--- config.mk ---
export PLATFORM = sky130hd
export DESIGN_NAME = nrisc_prog_loader_flat
export DESIGN_NICKNAME = d
export VERILOG_FILES = /design/src/rtl/nrisc_prog_loader_if.sv /design/src/rtl/nrisc_prog_loader.sv /design/src/flat_wrapper.sv
export SDC_FILE = /design/constraint.sdc
export NUM_CORES = 1
export LEC_CHECK = 0
export CAP_MARGIN = 20
export CELL_PAD_IN_SITES_DETAIL_PLACEMENT = 0
export CELL_PAD_IN_SITES_GLOBAL_PLACEMENT = 1
export CORE_MARGIN = 2
export CORE_UTILIZATION = 43
export CTS_CLUSTER_SIZE = 16
export DETAILED_ROUTE_END_ITERATION = 10
export GPL_ROUTABILITY_DRIVEN = 0
export PLACE_DENSITY = 0.77
export SLEW_MARGIN = 15
export SYNTH_ARGS = -nofsm -noshare
export SYNTH_HDL_FRONTEND = slang
export SYNTH_SLANG_ARGS = --single-unit
--- constraint.sdc ---
create_clock -name clk -period 2.5 [get_ports clk]
set_clock_uncertainty 0.1 [all_clocks]
set_input_delay 0.5 -clock clk [delete_from_list [all_inputs] [get_ports clk]]
set_output_delay 0.5 -clock clk [all_outputs]
set_load 0.02 [all_outputs]
--- src/rtl/nrisc_prog_loader_if.sv ---
// nrisc_prog_loader_if
//   Bundles the load-stream handshake, the instruction-memory program port and
//   the loader status flags of nrisc_prog_loader.
//   Parameter AW : program-address width (must match the loader's AW).
//   modport master : host / system side (drives LOAD_start, LOAD_byte, LOAD_valid)
//   modport slave  : the loader itself (drives ready, program port and status)
interface nrisc_prog_loader_if #(
  parameter int AW = 10
);
  logic          LOAD_start;
  logic [7:0]    LOAD_byte;
  logic          LOAD_valid;
  logic          LOAD_ready;
  logic          IDATA_PROG_write;
  logic [AW-1:0] IDATA_PROG_addr;
  logic [15:0]   IDATA_PROG_data;
  logic          CORE_hold;
  logic          LOAD_busy;
  logic          LOAD_done;
  logic          LOAD_error;

  modport master (
    output LOAD_start, LOAD_byte, LOAD_valid,
    input  LOAD_ready, IDATA_PROG_write, IDATA_PROG_addr, IDATA_PROG_data,
    input  CORE_hold, LOAD_busy, LOAD_done, LOAD_error
  );

  modport slave (
    input  LOAD_start, LOAD_byte, LOAD_valid,
    output LOAD_ready, IDATA_PROG_write, IDATA_PROG_addr, IDATA_PROG_data,
    output CORE_hold, LOAD_busy, LOAD_done, LOAD_error
  );
endinterface

--- src/rtl/nrisc_prog_loader.sv ---
// nrisc_prog_loader
//   Receives a byte stream (count high, count low, N words high byte first,
//   optional checksum byte) and writes the words into the instruction memory
//   program port at addresses 0..N-1, holding the core in reset until a load
//   completes successfully.
//
//   Ports:
//     clk  : single clock, rising edge
//     rst  : asynchronous active-low reset
//     bus  : nrisc_prog_loader_if.slave (load handshake, program port, status)
//
//   Parameters:
//     LENGTH : instruction-memory depth in words, maximum accepted count
//     AW     : program-address width, 2**AW >= LENGTH
//
//   Build option:
//     NRISC_LOADER_CHECKSUM_EN : when defined, a trailing byte must equal the
//       mod-256 sum of all data bytes; otherwise the last write ends the load.
//
//   state | meaning
//   ------+---------------------------------------------------------
//   IDLE  | after reset, waiting for LOAD_start
//   LEN_H | expecting count high byte
//   LEN_L | expecting count low byte, range-checked on acceptance
//   DAT_H | expecting high byte of the current word
//   DAT_L | expecting low byte of the current word
//   WR    | one-cycle write strobe to the program port
//   CHK   | expecting checksum byte (checksum build only)
//   DONE  | load succeeded, core released
//   ERR   | bad count or checksum, core held
module nrisc_prog_loader #(
  parameter int LENGTH = 1024,
  parameter int AW     = 10
) (
  input logic             clk,
  input logic             rst,
  nrisc_prog_loader_if.slave bus
);

  typedef enum logic [3:0] {
    S_IDLE,
    S_LEN_H,
    S_LEN_L,
    S_DAT_H,
    S_DAT_L,
    S_WR,
`ifdef NRISC_LOADER_CHECKSUM_EN
    S_CHK,
`endif
    S_DONE,
    S_ERR
  } state_t;

  localparam logic [16:0] LEN_MAX = 17'(LENGTH);

  state_t        state_q, state_d;
  logic [15:0]   len_q;
  logic [7:0]    hi_q;
  logic [AW-1:0] widx_q;
`ifdef NRISC_LOADER_CHECKSUM_EN
  logic [7:0]    sum_q;
`endif

  logic          ready_q;
  logic          write_q;
  logic [AW-1:0] addr_q;
  logic [15:0]   data_q;
  logic          hold_q;
  logic          busy_q;
  logic          done_q;
  logic          err_q;

  logic          accept;
  logic [15:0]   n_w;
  logic          len_ok;
  logic          last_word;

  // ready_q is a registered function of the current state, so it can gate
  // acceptance directly.
  assign accept    = bus.LOAD_valid & ready_q;
  assign n_w       = {len_q[15:8], bus.LOAD_byte};
  assign len_ok    = (n_w != 16'd0) && ({1'b0, n_w} <= LEN_MAX);
  assign last_word = ((17'(widx_q) + 17'd1) == {1'b0, len_q});

  always_comb begin
    state_d = state_q;
    case (state_q)
      S_IDLE, S_DONE, S_ERR: if (bus.LOAD_start) state_d = S_LEN_H;
      S_LEN_H:               if (accept) state_d = S_LEN_L;
      S_LEN_L:               if (accept) state_d = len_ok ? S_DAT_H : S_ERR;
      S_DAT_H:               if (accept) state_d = S_DAT_L;
      S_DAT_L:               if (accept) state_d = S_WR;
      S_WR: begin
        if (!last_word) begin
          state_d = S_DAT_H;
        end else begin
`ifdef NRISC_LOADER_CHECKSUM_EN
          state_d = S_CHK;
`else
          state_d = S_DONE;
`endif
        end
      end
`ifdef NRISC_LOADER_CHECKSUM_EN
      S_CHK: if (accept) state_d = (bus.LOAD_byte == sum_q) ? S_DONE : S_ERR;
`endif
      default: state_d = S_IDLE;
    endcase
  end

  always_ff @(posedge clk or negedge rst) begin
    if (!rst) begin
      state_q <= S_IDLE;
      len_q   <= '0;
      hi_q    <= '0;
      widx_q  <= '0;
`ifdef NRISC_LOADER_CHECKSUM_EN
      sum_q   <= '0;
`endif
      ready_q <= 1'b0;
      write_q <= 1'b0;
      addr_q  <= '0;
      data_q  <= '0;
      hold_q  <= 1'b1;
      busy_q  <= 1'b0;
      done_q  <= 1'b0;
      err_q   <= 1'b0;
    end else begin
      state_q <= state_d;

      case (state_q)
        S_IDLE, S_DONE, S_ERR: begin
          if (bus.LOAD_start) begin
            widx_q <= '0;
`ifdef NRISC_LOADER_CHECKSUM_EN
            sum_q  <= '0;
`endif
          end
        end
        S_LEN_H: if (accept) len_q[15:8] <= bus.LOAD_byte;
        S_LEN_L: if (accept) len_q[7:0]  <= bus.LOAD_byte;
        S_DAT_H: begin
          if (accept) begin
            hi_q  <= bus.LOAD_byte;
`ifdef NRISC_LOADER_CHECKSUM_EN
            sum_q <= sum_q + bus.LOAD_byte;
`endif
          end
        end
        S_DAT_L: begin
          // Address/data are only loaded on the way into WR, so they hold
          // their last values everywhere else.
          if (accept) begin
            addr_q <= widx_q;
            data_q <= {hi_q, bus.LOAD_byte};
`ifdef NRISC_LOADER_CHECKSUM_EN
            sum_q  <= sum_q + bus.LOAD_byte;
`endif
          end
        end
        S_WR:    widx_q <= widx_q + 1'b1;
        default: ;
      endcase

      // Outputs are registered from the next state so they line up with it.
      ready_q <= state_d inside {S_LEN_H, S_LEN_L, S_DAT_H, S_DAT_L
`ifdef NRISC_LOADER_CHECKSUM_EN
                                 , S_CHK
`endif
                                };
      write_q <= (state_d == S_WR);
      busy_q  <= !(state_d inside {S_IDLE, S_DONE, S_ERR});
      done_q  <= (state_d == S_DONE);
      err_q   <= (state_d == S_ERR);
      hold_q  <= (state_d != S_DONE);
    end
  end

  assign bus.LOAD_ready       = ready_q;
  assign bus.IDATA_PROG_write = write_q;
  assign bus.IDATA_PROG_addr  = addr_q;
  assign bus.IDATA_PROG_data  = data_q;
  assign bus.CORE_hold        = hold_q;
  assign bus.LOAD_busy        = busy_q;
  assign bus.LOAD_done        = done_q;
  assign bus.LOAD_error       = err_q;

endmodule

--- src/flat_wrapper.sv ---
// flat-port wrapper written by rule: the top's interface ports become plain ports
module nrisc_prog_loader_flat 
#(
  parameter int LENGTH = 1024,
  parameter int AW     = 10
)
  (clk, rst, bus_LOAD_start, bus_LOAD_byte, bus_LOAD_valid, bus_LOAD_ready, bus_IDATA_PROG_write, bus_IDATA_PROG_addr, bus_IDATA_PROG_data, bus_CORE_hold, bus_LOAD_busy, bus_LOAD_done, bus_LOAD_error);
  nrisc_prog_loader_if #(.AW(AW)) bus_i ();
  input logic clk;
  input logic rst;
  input wire logic [$bits(bus_i.LOAD_start)-1:0] bus_LOAD_start;
  input wire logic [$bits(bus_i.LOAD_byte)-1:0] bus_LOAD_byte;
  input wire logic [$bits(bus_i.LOAD_valid)-1:0] bus_LOAD_valid;
  output wire logic [$bits(bus_i.LOAD_ready)-1:0] bus_LOAD_ready;
  output wire logic [$bits(bus_i.IDATA_PROG_write)-1:0] bus_IDATA_PROG_write;
  output wire logic [$bits(bus_i.IDATA_PROG_addr)-1:0] bus_IDATA_PROG_addr;
  output wire logic [$bits(bus_i.IDATA_PROG_data)-1:0] bus_IDATA_PROG_data;
  output wire logic [$bits(bus_i.CORE_hold)-1:0] bus_CORE_hold;
  output wire logic [$bits(bus_i.LOAD_busy)-1:0] bus_LOAD_busy;
  output wire logic [$bits(bus_i.LOAD_done)-1:0] bus_LOAD_done;
  output wire logic [$bits(bus_i.LOAD_error)-1:0] bus_LOAD_error;
  assign bus_i.LOAD_start = bus_LOAD_start;
  assign bus_i.LOAD_byte = bus_LOAD_byte;
  assign bus_i.LOAD_valid = bus_LOAD_valid;
  assign bus_LOAD_ready = bus_i.LOAD_ready;
  assign bus_IDATA_PROG_write = bus_i.IDATA_PROG_write;
  assign bus_IDATA_PROG_addr = bus_i.IDATA_PROG_addr;
  assign bus_IDATA_PROG_data = bus_i.IDATA_PROG_data;
  assign bus_CORE_hold = bus_i.CORE_hold;
  assign bus_LOAD_busy = bus_i.LOAD_busy;
  assign bus_LOAD_done = bus_i.LOAD_done;
  assign bus_LOAD_error = bus_i.LOAD_error;
  nrisc_prog_loader #(.LENGTH(LENGTH), .AW(AW)) u_core (.clk(clk), .rst(rst), .bus(bus_i));
endmodule
# Yosys cells after proc, flatten, opt, wreduce, memory -nomap -nowiden
# Cells that the tools add are included.
[word_totals]
register_bits = 70
in_bits = 12
[classes]
n_addsub = 2
magnitude_cmp = 1
n_eq_ne = 17
n_mux = 10
n_bitwise = 1
reduce_logical = 14
[ops]
columns = ["cell", "n"]
rows = [
  ["4-bit by 3-bit == test with 1-bit output (second input constant)", 8],
  ["4-bit one-hot mux with 6 select lines", 1],
  ["4-bit 2-to-1 mux", 5],
  ["10-bit one-hot mux with 2 select lines", 1],
  ["17-bit by 16-bit == test with 1-bit output", 1],
  ["4-bit by 2-bit == test with 1-bit output (second input constant)", 4],
  ["16-bit by 11-bit less-or-equal comparator with 1-bit output (second input constant)", 1],
  ["16-bit nonzero test", 1],
  ["10-bit by 1-bit adder with 11-bit output (second input constant)", 1],
  ["10-bit by 1-bit adder with 10-bit output (second input constant)", 1],
  ["10-bit 2-to-1 mux", 1],
  ["2-bit AND reduction", 5],
  ["4-bit by 1-bit == test with 1-bit output (second input constant)", 2],
  ["4-bit zero test", 2],
  ["3-bit 2-to-1 mux", 2],
  ["4-bit by 3-bit inequality test with 1-bit output (second input constant)", 1],
  ["4-bit nonzero test", 1],
  ["3-bit nonzero test", 1],
  ["3-bit OR reduction", 1],
  ["2-bit inequality test (second input constant)", 1],
  ["2-bit nonzero test", 1],
  ["1-bit bitwise AND", 1],
  ["1-bit logical AND", 1],
  ["1-bit zero test", 1],
]

# Longest topological paths before layout
[depth]
depth_word = 8
mapped_depth = 8
mapped_depth_nobuf = 7

# Worst setup path before layout
# OpenSTA, ideal clock, no wires.
[synth_timing]
path_type = "register -> register"
from = "reg u_core.widx_q[0]"
to = "reg u_core.ready_q (netlist: u_core.bus.LOAD_ready)"
arrival_time_ns = 1.661
required_time_ns = 2.281
path_slack_ns = 0.620
stages_incl_launch_ff = 8
path_buffers = 0
cell_sequence = "dfrtp_1 -> ha_1 -> and3_1 -> nand3_1 -> mux2i_1 -> and4_1 -> nand4_2 -> and2_1"
[synth_via]
elab_chain_cells = 6
word_cells_on_any_way = 9
cone_classes = "add/sub: 1; eq/ne: 5; mux: 2; reduce/logical: 1"
[synth_rtl]
columns = ["element", "line_no", "text"]
rows = [
  ["from (decl)", "nrisc_prog_loader.sv:59", "logic [AW-1:0] widx_q;"],
  ["from (signal assigned)", "nrisc_prog_loader.sv:161", "S_WR: widx_q <= widx_q + 1'b1;"],
  ["10-bit by 1-bit adder with 11-bit output (*)", "nrisc_prog_loader.sv:83", "assign last_word = ((17'(widx_q) + 17'd1) == {1'b0, len_q});"],
  ["17-bit by 16-bit == test with 1-bit output (*)", "nrisc_prog_loader.sv:83", ""],
  ["3-bit 2-to-1 mux (*)", "nrisc_prog_loader.sv:94", "if (!last_word) begin"],
  ["4-bit one-hot mux with 6 select lines (*)", "nrisc_prog_loader.sv:87", "case (state_q)"],
  ["4-bit by 1-bit == test with 1-bit output (tied with other cells)", "nrisc_prog_loader.sv:166", "ready_q <= state_d inside {S_LEN_H, S_LEN_L, S_DAT_H, S_DAT_L"],
  ["4-bit nonzero test (*)", "nrisc_prog_loader.sv:166", ""],
  ["to (signal assigned)", "nrisc_prog_loader.sv:166", ""],
  ["to (decl)", "nrisc_prog_loader.sv:64", "logic ready_q;"],
]
# Every way passes the cells marked *; elsewhere a longest branch is shown, timed or not.
# A chain may end at the register's enable or synchronous reset.

# Worst setup path in the final report
[layout_timing]
from = "reg u_core.widx_q[1]"
to = "reg u_core.ready_q (netlist: u_core.bus.LOAD_ready)"
# Same word-level chain as after synthesis.

==> run_results.csv <==
group,metric,value,unit
drt,drtAntennaViolNets,0,
drt,drc,0,
synth,synth_warnings,0,
clocking,postCtsHoldBufs,0,
global_routing,grt_pass1_wl,11.8,mm
worst_setup_path,slowest_delay,0.39,ns
floorplanning,rows,31,
sta,finalMaxSlewViolations,0,
drt,via_per_inst,5.31,
cells_and_area,area_growth,25.3,%
status,status,"finished clean",
sta,setup_viol,0,
floorplanning,io_pins,44,
cells_and_area,final_layout_size_suffix_gt1_share,25.0,%
synth,syn-mean-instance-area,11.3,sq um
clocking,clk_pin_slew,0.08,ns
global_routing,antenna_found_initial,0,
drt,wl,6.88,mm
power_and_ir_drop,powerDensity,617,nW/um^2
global_routing,grt_max_degree,32,
global_routing,met1_usage,23.9,%
synth,netlist_area,3280,sq um
synth,ys_types,52,
sta,slew_headroom,66.0,%
worst_setup_path,start_kind,"flop",
floorplanning,start_util,44.7,%
synth,synth_most_common_cell,"dfrtp_1",
global_routing,grt_pass1_vias,2376,
synth,ys_top_cells_by_area,"dfrtp_1, mux2_2, nand2_1",
synth,synth_edf_count,0,
drt,first_iter_violations,107,
synth,synthesis.instances,290,
worst_setup_path,worstPathArrival,2.34,ns
drt,num_vias,2415,
sta,rsz0062_at_grt,"false",
sta,setup_slack,0.315,ns
worst_setup_path,crit_chain,"ha_1 > nand3_1 > nor2_1 > nand4_1 > a32oi_1 > nand4_2 > and2_1",
sta,hold_viol,0,
sta,setup_tns,0,ns
worst_setup_path,required,2.65,ns
synth,ys_seq_elements,70,
sta,layout_min_cycle_time,2.19,ns
placement,dp_slack,0.178,ns
clocking,cts_tree,"built",
worst_setup_path,crit_family,"simple AND/OR/NAND/NOR gates",
placement,hpwlAfterDp,4.98,mm
worst_setup_path,critPathKind,"reg2reg",
floorplanning,core-area,7330,sq um
sta,fmax,0.458,GHz
synth,synthTopCellsByCount,"dfrtp_1, nand2_1, mux2_2",
floorplanning,die_area,8330,sq um
job,drv_cap,0,
drt,post_drt_wl_per_cell,15.1,um
power_and_ir_drop,ir_drop,0.347,mV
synth,ys.flop_type,"dfrtp_1",
sta,fin_crit_sh,87.4,%
placement,io_buffers,43,
worst_setup_path,reg2reg_slack,0.31,ns
cells_and_area,n_antenna_cell,0,
global_routing,use_met2,28.5,%
floorplanning,die_h,91.3,um
global_routing,use_met3,3.57,%
clocking,cts-htree-levels,3,
clocking,cts.sinks,70,
synth,synth_top_cell_area_share,52.7,%
sta,tightest_slew,0.511,ns
worst_setup_path,critPathBufInv,0,
synth,seq_area_frac_synth,53.5,%
clocking,clk_latency,0.35,ns
global_routing,grt_remaining_overflow,0,
clocking,cts_buffer_depth,2,
synth,yosysTopAreaCell,"dfrtp_1",
floorplanning,die_w,91.3,um
clocking,post_cts_resized,0,
clocking,postCtsSetupRepairBufs,0,
global_routing,grt_usage,18.0,%
clocking,numCtsBuffers,9,
synth,async_flop_share,100,%
worst_setup_path,crit_fanout,5,
worst_setup_path,critPathSlowestCell,"dfrtp_1",
power_and_ir_drop,leakagePower,1.93,nW
drt,first_pass_iters,4,
synth,synthesis.nets,303,
global_routing,top_usage_layer,"met2",
cells_and_area,fin_nets,364,
worst_setup_path,cp-end-kind,"flop",
cells_and_area,stdcell_area,4110,sq um
placement,dpl_cell_area,3920,sq um
hold_path,hp-class,"in2async",
clocking,root_buffer,"clkbuf_8",
cell usage in the layout (no fill, tap or decap), types with 10 or more instances in the layout:
cell             instances
mux2_2                  40
nand2_1                 49
dfrtp_1                 69
clkbuf_8                10
clkdlybuf4s50_1         42
buf_4                   18
nor2_1                  10
o21ai_0                 15
nand3_1                 10
power by group:
group | switching, W | internal (W) | total [W]
clock | 0.000445 | 0.000389 | 0.000835
combinational | 0.000193 | 0.000210 | 0.000403
sequential | 0.0000795 | 0.00122 | 0.00129
total | 0.000718 | 0.00181 | 0.00253
flip-flops by register name (all words and copies together) (netlist names), 4 cells and up:
name,cells
u_core.len_q,16
u_core.widx_q,10
u_core.bus.IDATA_PROG_data,16
u_core.hi_q,8
u_core.bus.IDATA_PROG_addr,10
u_core.state_q,4
through the flow:
stage / power, W / hold WS, ns / util [%] / cells
floorplan: 0.00155 / 0.104 / - / 290
global placement: 0.00171 / 0.357 / 53.5 / 439
detailed placement: 0.00172 / 0.362 / 53.5 / 439
CTS: 0.00256 / 0.0227 / 56.0 / 455
global route: 0.00267 / 0.0373 / 56.0 / 455
finish: 0.00253 / 0.0128 / 56.0 / 455
cell type report:
type,instances,area (sq um)
inverters,4,15.0
clock buffers,10,138
well taps,99,124
clock inverters,6,45.0
multi-input cells,204,1450
flip-flops and latches,70,1750
repair buffers,62,581
fillers,633,3230
per-layer routing:
layer,share of wire [%],vias to the layer above
li1,-,1155
met1,45,1186
met2,48,60
met3,4.2,14
met4,2.2,0
met5,0,-
cell families (layout without fill, tap and decap cells):
family	after synthesis	count (layout)	synth area share [%]
AND/OR/NAND/NOR	108	108	17.5
multiplexers	42	42	14.4
XOR/XNOR	11	11	2.94
buffers and inverters	16	82	2.25
AO/OA/AOI/OAI	41	41	8.97
other	1	1	0.114
flip-flops	70	70	53.5
adder cells (fa/ha/maj)	1	1	0.382
path summary, 6_finish.rpt:
kind,startpoint,end,cells past startpoint
setup / recovery,u_core.widx_q[1],u_core.bus.LOAD_ready,7
hold / removal,rst,u_core.bus.IDATA_PROG_addr[0],1
setup reg to reg,u_core.widx_q[1],u_core.bus.LOAD_ready,7
hold reg to reg,u_core.hi_q[2],u_core.bus.IDATA_PROG_data[10],2
max in group asynchronous,rst,u_core.len_q[12],2
min in group clk,u_core.hi_q[2],u_core.bus.IDATA_PROG_data[10],2
Note: power is estimated with default switching activity, not from simulation.
